File: src/rtl/dma_pkg.sv
// Shared defaults, channel state encoding and descriptor layout for the
// multi-channel DMA engine.
package dma_pkg;

  localparam int DMA_DW  = 7;
  localparam int DMA_AW  = 3;
  localparam int DMA_NCH = 2;
  localparam int DMA_LW  = 3;

  typedef enum logic {
    CH_IDLE   = 1'b0,
    CH_ACTIVE = 1'b1
  } ch_state_e;

  typedef struct packed {
    logic [DMA_AW-1:0] src;
    logic [DMA_AW-1:0] dst;
    logic [DMA_LW-1:0] len;
    logic              fix_src;
  } desc_t;

  // Power-up memory image: a short ASCII-like ramp in the first four words.
  function automatic logic [7:0] mem_init_val(input int idx);
    logic [7:0] v;
    if (idx < 4) begin
      v = 8'h61 + 8'(idx);
    end else begin
      v = 8'h00;
    end
    return v;
  endfunction

endpackage

File: src/rtl/dma_multi_rr_arbiter.sv
// Round-robin arbiter: picks the first requester after the last-granted
// index; the pointer only moves when the caller says the grant was used.
module rr_arbiter #(
  parameter  int N  = 2,
  localparam int IW = (N > 1) ? $clog2(N) : 1
) (
  input  logic         clk,
  input  logic         rst,
  input  logic [N-1:0] i_req,
  input  logic         i_adv,
  output logic [N-1:0] o_grant,
  output logic [IW-1:0] o_idx,
  output logic         o_valid
);

  logic [IW-1:0] r_last;

  // Search downwards so the nearest requester after r_last is assigned last and wins.
  always_comb begin
    o_grant = '0;
    o_idx   = '0;
    o_valid = 1'b0;
    for (int k = N; k >= 1; k--) begin
      if (i_req[IW'((int'(r_last) + k) % N)]) begin
        o_grant = '0;
        o_grant[IW'((int'(r_last) + k) % N)] = 1'b1;
        o_idx   = IW'((int'(r_last) + k) % N);
        o_valid = 1'b1;
      end else begin
        o_valid = o_valid;
      end
    end
  end

  // Last-granted pointer; reset to N-1 so index 0 has first priority.
  always_ff @(posedge clk or negedge rst) begin
    if (!rst) begin
      r_last <= IW'(N - 1);
    end else if (i_adv && o_valid) begin
      r_last <= o_idx;
    end
  end

endmodule

File: src/rtl/dma_multi.sv
// Multi-channel memory-to-memory DMA over an internal register-array memory;
// one word per cycle shared round-robin, host writes take priority.
module dma_multi
  import dma_pkg::*;
#(
  parameter  int DW    = DMA_DW,
  parameter  int AW    = DMA_AW,
  parameter  int NCH   = DMA_NCH,
  parameter  int LW    = DMA_LW,
  localparam int CW    = $clog2(NCH),
  localparam int DEPTH = 2 ** AW
) (
  input  logic           clk,
  input  logic           rst,
  input  logic           i_req_valid,
  output logic           o_req_ready,
  input  logic [CW-1:0]  i_req_ch,
  input  logic [AW-1:0]  i_req_src,
  input  logic [AW-1:0]  i_req_dst,
  input  logic [LW-1:0]  i_req_len,
  input  logic           i_req_fix_src,
  input  logic [NCH-1:0] i_abort,
  input  logic           i_wr_en,
  input  logic [AW-1:0]  i_wr_addr,
  input  logic [DW-1:0]  i_wr_data,
  output logic [NCH-1:0] o_busy,
  output logic [NCH-1:0] o_done,
  output logic [DW-1:0]  o_data_out,
  output logic [CW-1:0]  o_grant_ch
);

  ch_state_e      r_state     [NCH];
  ch_state_e      w_state_nxt [NCH];
  desc_t          r_desc      [NCH];
  desc_t          w_desc_nxt  [NCH];
  logic [DW-1:0]  r_mem       [DEPTH];

  logic [NCH-1:0] w_active;
  logic [NCH-1:0] w_gnt_oh;
  logic [NCH-1:0] w_done_nxt;
  logic [NCH-1:0] r_done;
  logic [CW-1:0]  w_gidx;
  logic           w_gvalid;
  logic           w_xfer;
  logic           w_commit;
  logic [AW-1:0]  w_src;
  logic [AW-1:0]  w_dst;
  logic [DW-1:0]  w_word;
  logic [DW-1:0]  r_data_out;
  logic [CW-1:0]  r_grant_ch;

  // Active-channel vector feeds both the arbiter and the busy outputs.
  always_comb begin
    w_active = '0;
    for (int i = 0; i < NCH; i++) begin
      w_active[i] = (r_state[i] == CH_ACTIVE);
    end
  end

  rr_arbiter #(.N(NCH)) u_arb (
    .clk     (clk),
    .rst     (rst),
    .i_req   (w_active),
    .i_adv   (w_xfer),
    .o_grant (w_gnt_oh),
    .o_idx   (w_gidx),
    .o_valid (w_gvalid)
  );

  // The pointer advances on any transfer slot; an abort only cancels the data movement.
  assign w_xfer   = w_gvalid & ~i_wr_en;
  assign w_commit = w_xfer & ~i_abort[w_gidx];
  assign w_src    = r_desc[w_gidx].src;
  assign w_dst    = r_desc[w_gidx].dst;
  assign w_word   = r_mem[w_src];

  // Per-channel next state: accept when idle, otherwise abort or advance on a committed grant.
  always_comb begin
    for (int i = 0; i < NCH; i++) begin
      w_state_nxt[i] = r_state[i];
      w_desc_nxt[i]  = r_desc[i];
      w_done_nxt[i]  = 1'b0;
      case (r_state[i])
        CH_IDLE: begin
          if (i_req_valid && (i_req_ch == CW'(i))) begin
            w_desc_nxt[i] = '{src: i_req_src, dst: i_req_dst,
                              len: i_req_len, fix_src: i_req_fix_src};
            if (i_req_len != LW'(0)) begin
              w_state_nxt[i] = CH_ACTIVE;
            end else begin
              w_done_nxt[i] = 1'b1;
            end
          end else begin
            w_state_nxt[i] = CH_IDLE;
          end
        end
        CH_ACTIVE: begin
          if (i_abort[i]) begin
            w_state_nxt[i] = CH_IDLE;
          end else if (w_commit && w_gnt_oh[i]) begin
            w_desc_nxt[i].dst = r_desc[i].dst + AW'(1);
            w_desc_nxt[i].src = r_desc[i].fix_src ? r_desc[i].src : r_desc[i].src + AW'(1);
            w_desc_nxt[i].len = r_desc[i].len - LW'(1);
            if (r_desc[i].len == LW'(1)) begin
              w_state_nxt[i] = CH_IDLE;
              w_done_nxt[i]  = 1'b1;
            end else begin
              w_state_nxt[i] = CH_ACTIVE;
            end
          end else begin
            w_state_nxt[i] = CH_ACTIVE;
          end
        end
        default: begin
          w_state_nxt[i] = CH_IDLE;
        end
      endcase
    end
  end

  // Channel state and descriptor registers.
  always_ff @(posedge clk or negedge rst) begin
    if (!rst) begin
      for (int i = 0; i < NCH; i++) begin
        r_state[i] <= CH_IDLE;
        r_desc[i]  <= '0;
      end
    end else begin
      for (int i = 0; i < NCH; i++) begin
        r_state[i] <= w_state_nxt[i];
        r_desc[i]  <= w_desc_nxt[i];
      end
    end
  end

  // Memory array: host write wins, otherwise the committed DMA word lands.
  always_ff @(posedge clk or negedge rst) begin
    if (!rst) begin
      for (int i = 0; i < DEPTH; i++) begin
        r_mem[i] <= DW'(mem_init_val(i));
      end
    end else if (i_wr_en) begin
      r_mem[i_wr_addr] <= i_wr_data;
    end else if (w_commit) begin
      r_mem[w_dst] <= w_word;
    end
  end

  // Registered status outputs.
  always_ff @(posedge clk or negedge rst) begin
    if (!rst) begin
      r_done     <= '0;
      r_data_out <= '0;
      r_grant_ch <= '0;
    end else begin
      r_done <= w_done_nxt;
      if (w_commit) begin
        r_data_out <= w_word;
        r_grant_ch <= w_gidx;
      end
    end
  end

  assign o_busy      = w_active;
  assign o_done      = r_done;
  assign o_data_out  = r_data_out;
  assign o_grant_ch  = r_grant_ch;
  assign o_req_ready = ~w_active[i_req_ch];

endmodule

File: config.mk
export PLATFORM = sky130hd
export DESIGN_NAME = dma_multi
export DESIGN_NICKNAME = d
export VERILOG_FILES = /design/src/rtl/dma_pkg.sv /design/src/rtl/dma_multi_rr_arbiter.sv /design/src/rtl/dma_multi.sv
export SDC_FILE = /design/constraint.sdc
export NUM_CORES = 1
export LEC_CHECK = 0
export BUFFER_PORTS_ARGS = -buffer_cell sky130_fd_sc_hd__buf_2
export CAP_MARGIN = 20
export CELL_PAD_IN_SITES_DETAIL_PLACEMENT = 1
export CELL_PAD_IN_SITES_GLOBAL_PLACEMENT = 2
export CORE_ASPECT_RATIO = 1.5
export CORE_MARGIN = 2
export CORE_UTILIZATION = 42
export DETAILED_ROUTE_END_ITERATION = 7
export GPL_ROUTABILITY_DRIVEN = 0
export PLACE_DENSITY = 0.87
export SYNTH_ARGS = -nofsm -noshare
export SYNTH_HDL_FRONTEND = slang
export SYNTH_SLANG_ARGS = --single-unit
File: constraint.sdc
create_clock -name clk -period 4 [get_ports clk]
set_clock_uncertainty 0.15 [all_clocks]
set_input_delay 0.8 -clock clk [delete_from_list [all_inputs] [get_ports clk]]
set_output_delay 0.8 -clock clk [all_outputs]
set_load 0.03 [all_outputs]
After elaboration in Yosys (flattened, before gate mapping)
Cells that the tools add are included.

Word-level logic and storage cells: 145. Bits of input ports: 27. Register bits after elaboration: 89.

Mux-type cells: 64. Bitwise logic cells: 12. Reductions and logical operators: 17. $add $sub $neg: 8. $lt $le $gt $ge: 12. Eq/ne operators: 10.

Operators with widths (number): $bwmux W56 (2); $mux W56 (2); $mux W10 (5); $demux W7 S3 (2); $mux W9 (4); $pmux W9 S2 (2); $mux W1 (32); $mux W7 (4); $bmux W7 S3 (1); $add A3 B1 Y3 const B (4); $ge A4 B4 Y1 const B (3); $ne A2 B2 Y1 const B (6); $not A3 Y4 (3); $logic_and A1 B1 Y1 (9); $lt A4 B1 Y1 const B (2); $pmux W1 S2 (4); $reduce_and A4 Y1 (2); $eq A3 B1 Y1 const B (2); $lt A1 B3 Y1 const B (2); $mux W3 (2); $not A1 Y1 (6); $reduce_and A3 Y1 (2); $sub A3 B1 Y3 const B (2); $lt A1 B2 Y1 const B (2); other kinds (11) (18).

Longest topological paths before layout
Depth in word-level cells: 18. Depth in mapped cells: 7. Gate-level depth less buffers: 6.

Hierarchy
A second synthesis with hierarchy kept.

Cells, all modules: 611. Area total of the unflattened synthesis: 5670.4 sq um.

By module, submodules not included: dma_multi (seq. area each 2218.4 sq um, times used 1, area each 5599.1 sq um, cells each 603); rr_arbiter (seq. area each 26.3 sq um, times used 1, area each 71.3 sq um, cells each 8).

Least setup slack after synthesis
OpenSTA, ideal clock, no wires.

Path kind: in2reg. Start: input port i_wr_en. End: register r_mem[20] (netlist name). Slack: 1.673 ns. Library setup time: 0.127 ns. Arrival time: 2.051 ns. Stages on the path: 7. Path buffers: 2. Path through: clkbuf_1 and2b_1 o21ai_2 buf_2 nor2_2 o31ai_1 o22ai_1.

Word-level cells in the longest chain between the ends: 4.

Ends and longest elaborated chain: from (decl) (line dma_multi.sv:23) `input logic i_wr_en,`; $not A1 Y1 (line dma_multi.sv:71) `assign w_xfer = w_gvalid & ~i_wr_en;`; $and A1 B1 Y1 (line dma_multi.sv:71); $and A1 B1 Y1 (line dma_multi.sv:72) `assign w_commit = w_xfer & ~i_abort[w_gidx];`; $reduce_bool A2 Y1 (no source line); to (signal, indexed assignment) (line dma_multi.sv:140) `r_mem[i] <= DW'(mem_init_val(i));`; to (signal, indexed assignment) (line dma_multi.sv:143) `r_mem[i_wr_addr] <= i_wr_data;`; to (signal, indexed assignment) (line dma_multi.sv:145) `r_mem[w_dst] <= w_word;`; to (decl) (line dma_multi.sv:36) `logic [DW-1:0] r_mem [DEPTH];`.

Several ways; a longest one is shown, not always the timed one. A chain may end at the register's enable or synchronous reset.

Worst setup path in the final report
Start: register r_state, in the netlist o_busy[0]. End: register r_mem[27] (netlist name).

Word-level cells in the longest chain between the ends: 16.

Ends and longest elaborated chain: from (decl) (line dma_multi.sv:32) `ch_state_e r_state [NCH];`; from (signal, indexed assignment) (line dma_multi.sv:130) `r_state[i] <= w_state_nxt[i];`; $mux W1 (not written as such) (2 in a row) (line dma_multi_rr_arbiter.sv:24) `if (i_req[IW'((int'(r_last) + k) % N)]) begin`; $mux W1 (2 in a row) (line dma_multi_rr_arbiter.sv:24); $not A1 Y2 (not written as such) (line dma_multi.sv:73, dma_multi.sv:74); $mux W10 (not written as such) (3 in a row) (line dma_multi.sv:74) `assign w_dst = r_desc[w_gidx].dst;`; $not A3 Y4 (not written as such) (line dma_multi.sv:145); $ge A4 B4 Y1 (not written as such) / $lt A4 B1 Y1 (equally long branches) (line dma_multi.sv:145); $logic_and A1 B1 Y1 (not written as such) (line dma_multi.sv:145); $mux W7 (not written as such) (line dma_multi.sv:145); $demux W7 S3 (line dma_multi.sv:145); $bwmux W56 (line dma_multi.sv:145); $mux W56 (line dma_multi.sv:144) `end else if (w_commit) begin`; $mux W56 (line dma_multi.sv:142) `end else if (i_wr_en) begin`.

Several ways; a longest one is shown, not always the timed one. The select of a mux whose other input is x is not followed.

==> impl_results.md <==
- Vias in the first global route: between 5000 and 6000
- Area grow syn2layout: 12.0%
- Seq cells post-synth: 85
- Clk root buf: clkbuf_16
- Async SR Flop Fraction: 1.00
- Non-Filler Instances: 750
- Sequential share of the synthesized area: 0.398
- GRT Total Usage: 0.292
- Syn_area_per_cell: 9.64 sq um
- Synth warn: 0
- Comb pwr share: 0.455
- Crit path time final: about 3.1 ns
- Mapped cell area: 5390 sq um
- Clk_lat worst skew: 0.36 ns
- Clock network fraction of design power: 0.198
- Diodes inserted: 0
- Die H: 143 microns
- Final period util: 0.780
- Pwr dens: 744 nW/um^2
- Critical path class: register to register
- Worst Tran Pin Value: roughly 0.78 ns
- CTS tree: done
- Count of standard-cell rows: 50
- Post-DR wirelength/cell: 25.3 microns
- Placed wire-length estimate: between 10000 and 15000 microns
- Total grt overflow: 0
- Hold-fix buffers, CTS: 0
- Worst-path clk slew: 0.08 ns
- RSZ-0062 raised after global routing: false
- Commonest cells post-synth: 75 x nand2_1, 71 x dfrtp_1, 59 x o21ai_1
- Final hold viol count: 0
- Largest family of logic cells by synthesized area: compound AO/OA/AOI/OAI gates
- Top Ports: 40
- DRT iter0 DRCs: ~290
- Mapped Cells: 559
- Most numerous cell in the Yosys netlist: nand2_1
- Sequential Area: around 2100 sq um
- Final ANT Viol Nets: 0
- TritonCTS Buffers: 9
- Vias: 4849
- CP Capture Type: register
- Largest net degree at the start of global routing: between 80 and 90
- Switching power: roughly 2000 uW
- # setup viols final: 0
- Port Buf Inserts: 39
- Setup bufs post-CTS: 0
- Flop pwr share: 0.347
- Htree depth: 3
- Area leader, netlist: dfrtp_1
- HP Class: input port to async pin
- Setup WS post-layout: 0.879 ns
- Finished layout cell area: 6040 sq um
- Global-route wire length before repair: 29300 microns
- Post-synthesis xor/xnor area fraction: 0.00162
- Syn nets: 590
- Initial antenna violation count: 0
- Clock sinks: 85
- EDFF count, synth: 0
- Required time of the worst setup path: 4.12 ns
- Routed WL: 19000 microns
- DR vias/cell: 6.47
- Outcome: finished clean
- DRC: 0
- Synth Area in Adders: 0.00929
- Design internal power: 2540 uW
- Switching share of power: 0.435
- Setup TNS: 0 ns
- Dpl cells: 732
- Dpl ws: 0.993 ns
- # resized after CTS: 0
- Fraction of layout cells with a size suffix above 1: 0.214
- DIE WIDTH: 96.5 microns
- Post-synth cell types: 60
- Slew Limit Headroom: 0.478
- Fillers: 1446
- Max VDD drop: around 430 uV
- LEAKAGE: 0.00275 uW
- Prevailing post-synth register cell: dfrtp_1
- Mux share of post-synthesis cell area: 0.158
- Area occupied by multi-input gates: 3020 sq um
- WP data arrival: 3.24 ns
- Synth area leaders: dfrtp_1 33%, mux2i_1 11%, dfstp_2 6.8%
- CP Max Fanout: 25
- Post-synth top area share: 0.330
- Die area: around 14000 sq um
- Synth Area in Compound Gates: 0.242
- Initial Util: 0.431
- 1st-pass router iterations: 5
- Fmax: approximately 0.32 GHz
- Clock buffer depth: 2
- Nets: 620
- Post-Synth Simple-Gate Area: 0.150
- FF-to-FF setup slack: ~0.88 ns
- CORE AREA: 12500 sq um
- Type of element launching the critical path: register
- Max_cap viols: 0
- Pins Over Slew Limit: 0
- DP Area: 5690 sq um
## area by class of cell
class                      instances  share of cell area
clock buffer                       9              0.0373
clock inverter                     7              0.0135
inverter                          15             0.00933
multi-input combinational        429               0.501
sequential                        85               0.355
tap                              156              0.0323
timing repair buffer              49              0.0518
## power groups by stage
stage | Combinational [uW] | Sequential (uW) | Clock, uW
floorplan | 1450 | 1500 | 0
finish | 2050 | 1560 | 888
global route | 2230 | 1600 | 933
detailed placement | 2010 | 1560 | 0
global placement | 1950 | 1540 | 0
CTS | 2030 | 1550 | 896
## metrics by stage
stage / total power, uW / util / hold slack [ns]
6_report: 4490 / 0.483 / 0.178
5_1_grt: 4760 / 0.483 / 0.191
4_1_cts: 4480 / 0.479 / 0.343
3_5_place_dp: 3580 / 0.455 / 0.328
3_3_place_gp: 3490 / 0.455 / 0.319
2_1_floorplan: 2960 / - / 0.331
## logic make-up after synthesis
| group | Yosys count |
|---|---|
| AO/OA/AOI/OAI | 184 |
| XOR/XNOR | 1 |
| adder cells (fa/ha/maj) | 4 |
| buffers and inverters | 45 |
| flip-flops | 85 |
| multiplexers | 81 |
| AND/OR/NAND/NOR | 159 |
## per-layer routing
metal,global-route usage,routed length (microns)
met5,0,0
met4,0.170,1070
met3,0.0311,657
met2,0.505,9880
met1,0.343,7390
## placed cells by master (no fill, tap or decap), types with 4 or more instances in the layout
cell and instances:
a21oi_1 7, a221o_2 6, a221oi_1 5, a2bb2oi_1 37
a31oi_1 14, and2_1 12, and3_1 4, buf_2 38
buf_4 8, clkbuf_16 9, dfrtp_1 71, dfstp_2 14
ha_1 4, inv_1 15, mux2_2 22, mux2i_1 58
nand2_1 75, nand3_1 6, nor2_1 25, nor2b_1 4
nor3_1 4, o21ai_0 15, o21ai_1 59, o21ai_2 4
o22ai_1 7, o31ai_1 8, o32ai_1 8
## worst max-delay path, cell delays in order (launching register included)
cell,delay [ns]
dfrtp_1,0.82
nand2b_2,0.39
a31oi_2,0.75
o221ai_1,0.25
or3_1,0.45
o22ai_1,0.21
## state kept, by name (all words and copies together), names as in the netlist
register      cells
o_done            2
r_mem            56
u_arb.r_last      1
o_grant_ch        1
r_desc           16
o_data_out        7
o_busy            2
## final timing paths
kind | start | depth (start not counted) | end
hold reg to reg | o_grant_ch | 2 | o_grant_ch
min in group clk | o_grant_ch | 2 | o_grant_ch
hold / removal | rst | 1 | o_data_out[3]
setup / recovery | o_busy[0] | 5 | r_mem[27]
max in group asynchronous | rst | 2 | r_mem[30]
setup reg to reg | o_busy[0] | 5 | r_mem[27]
No activity file was read; power rests on OpenSTA's default activity.
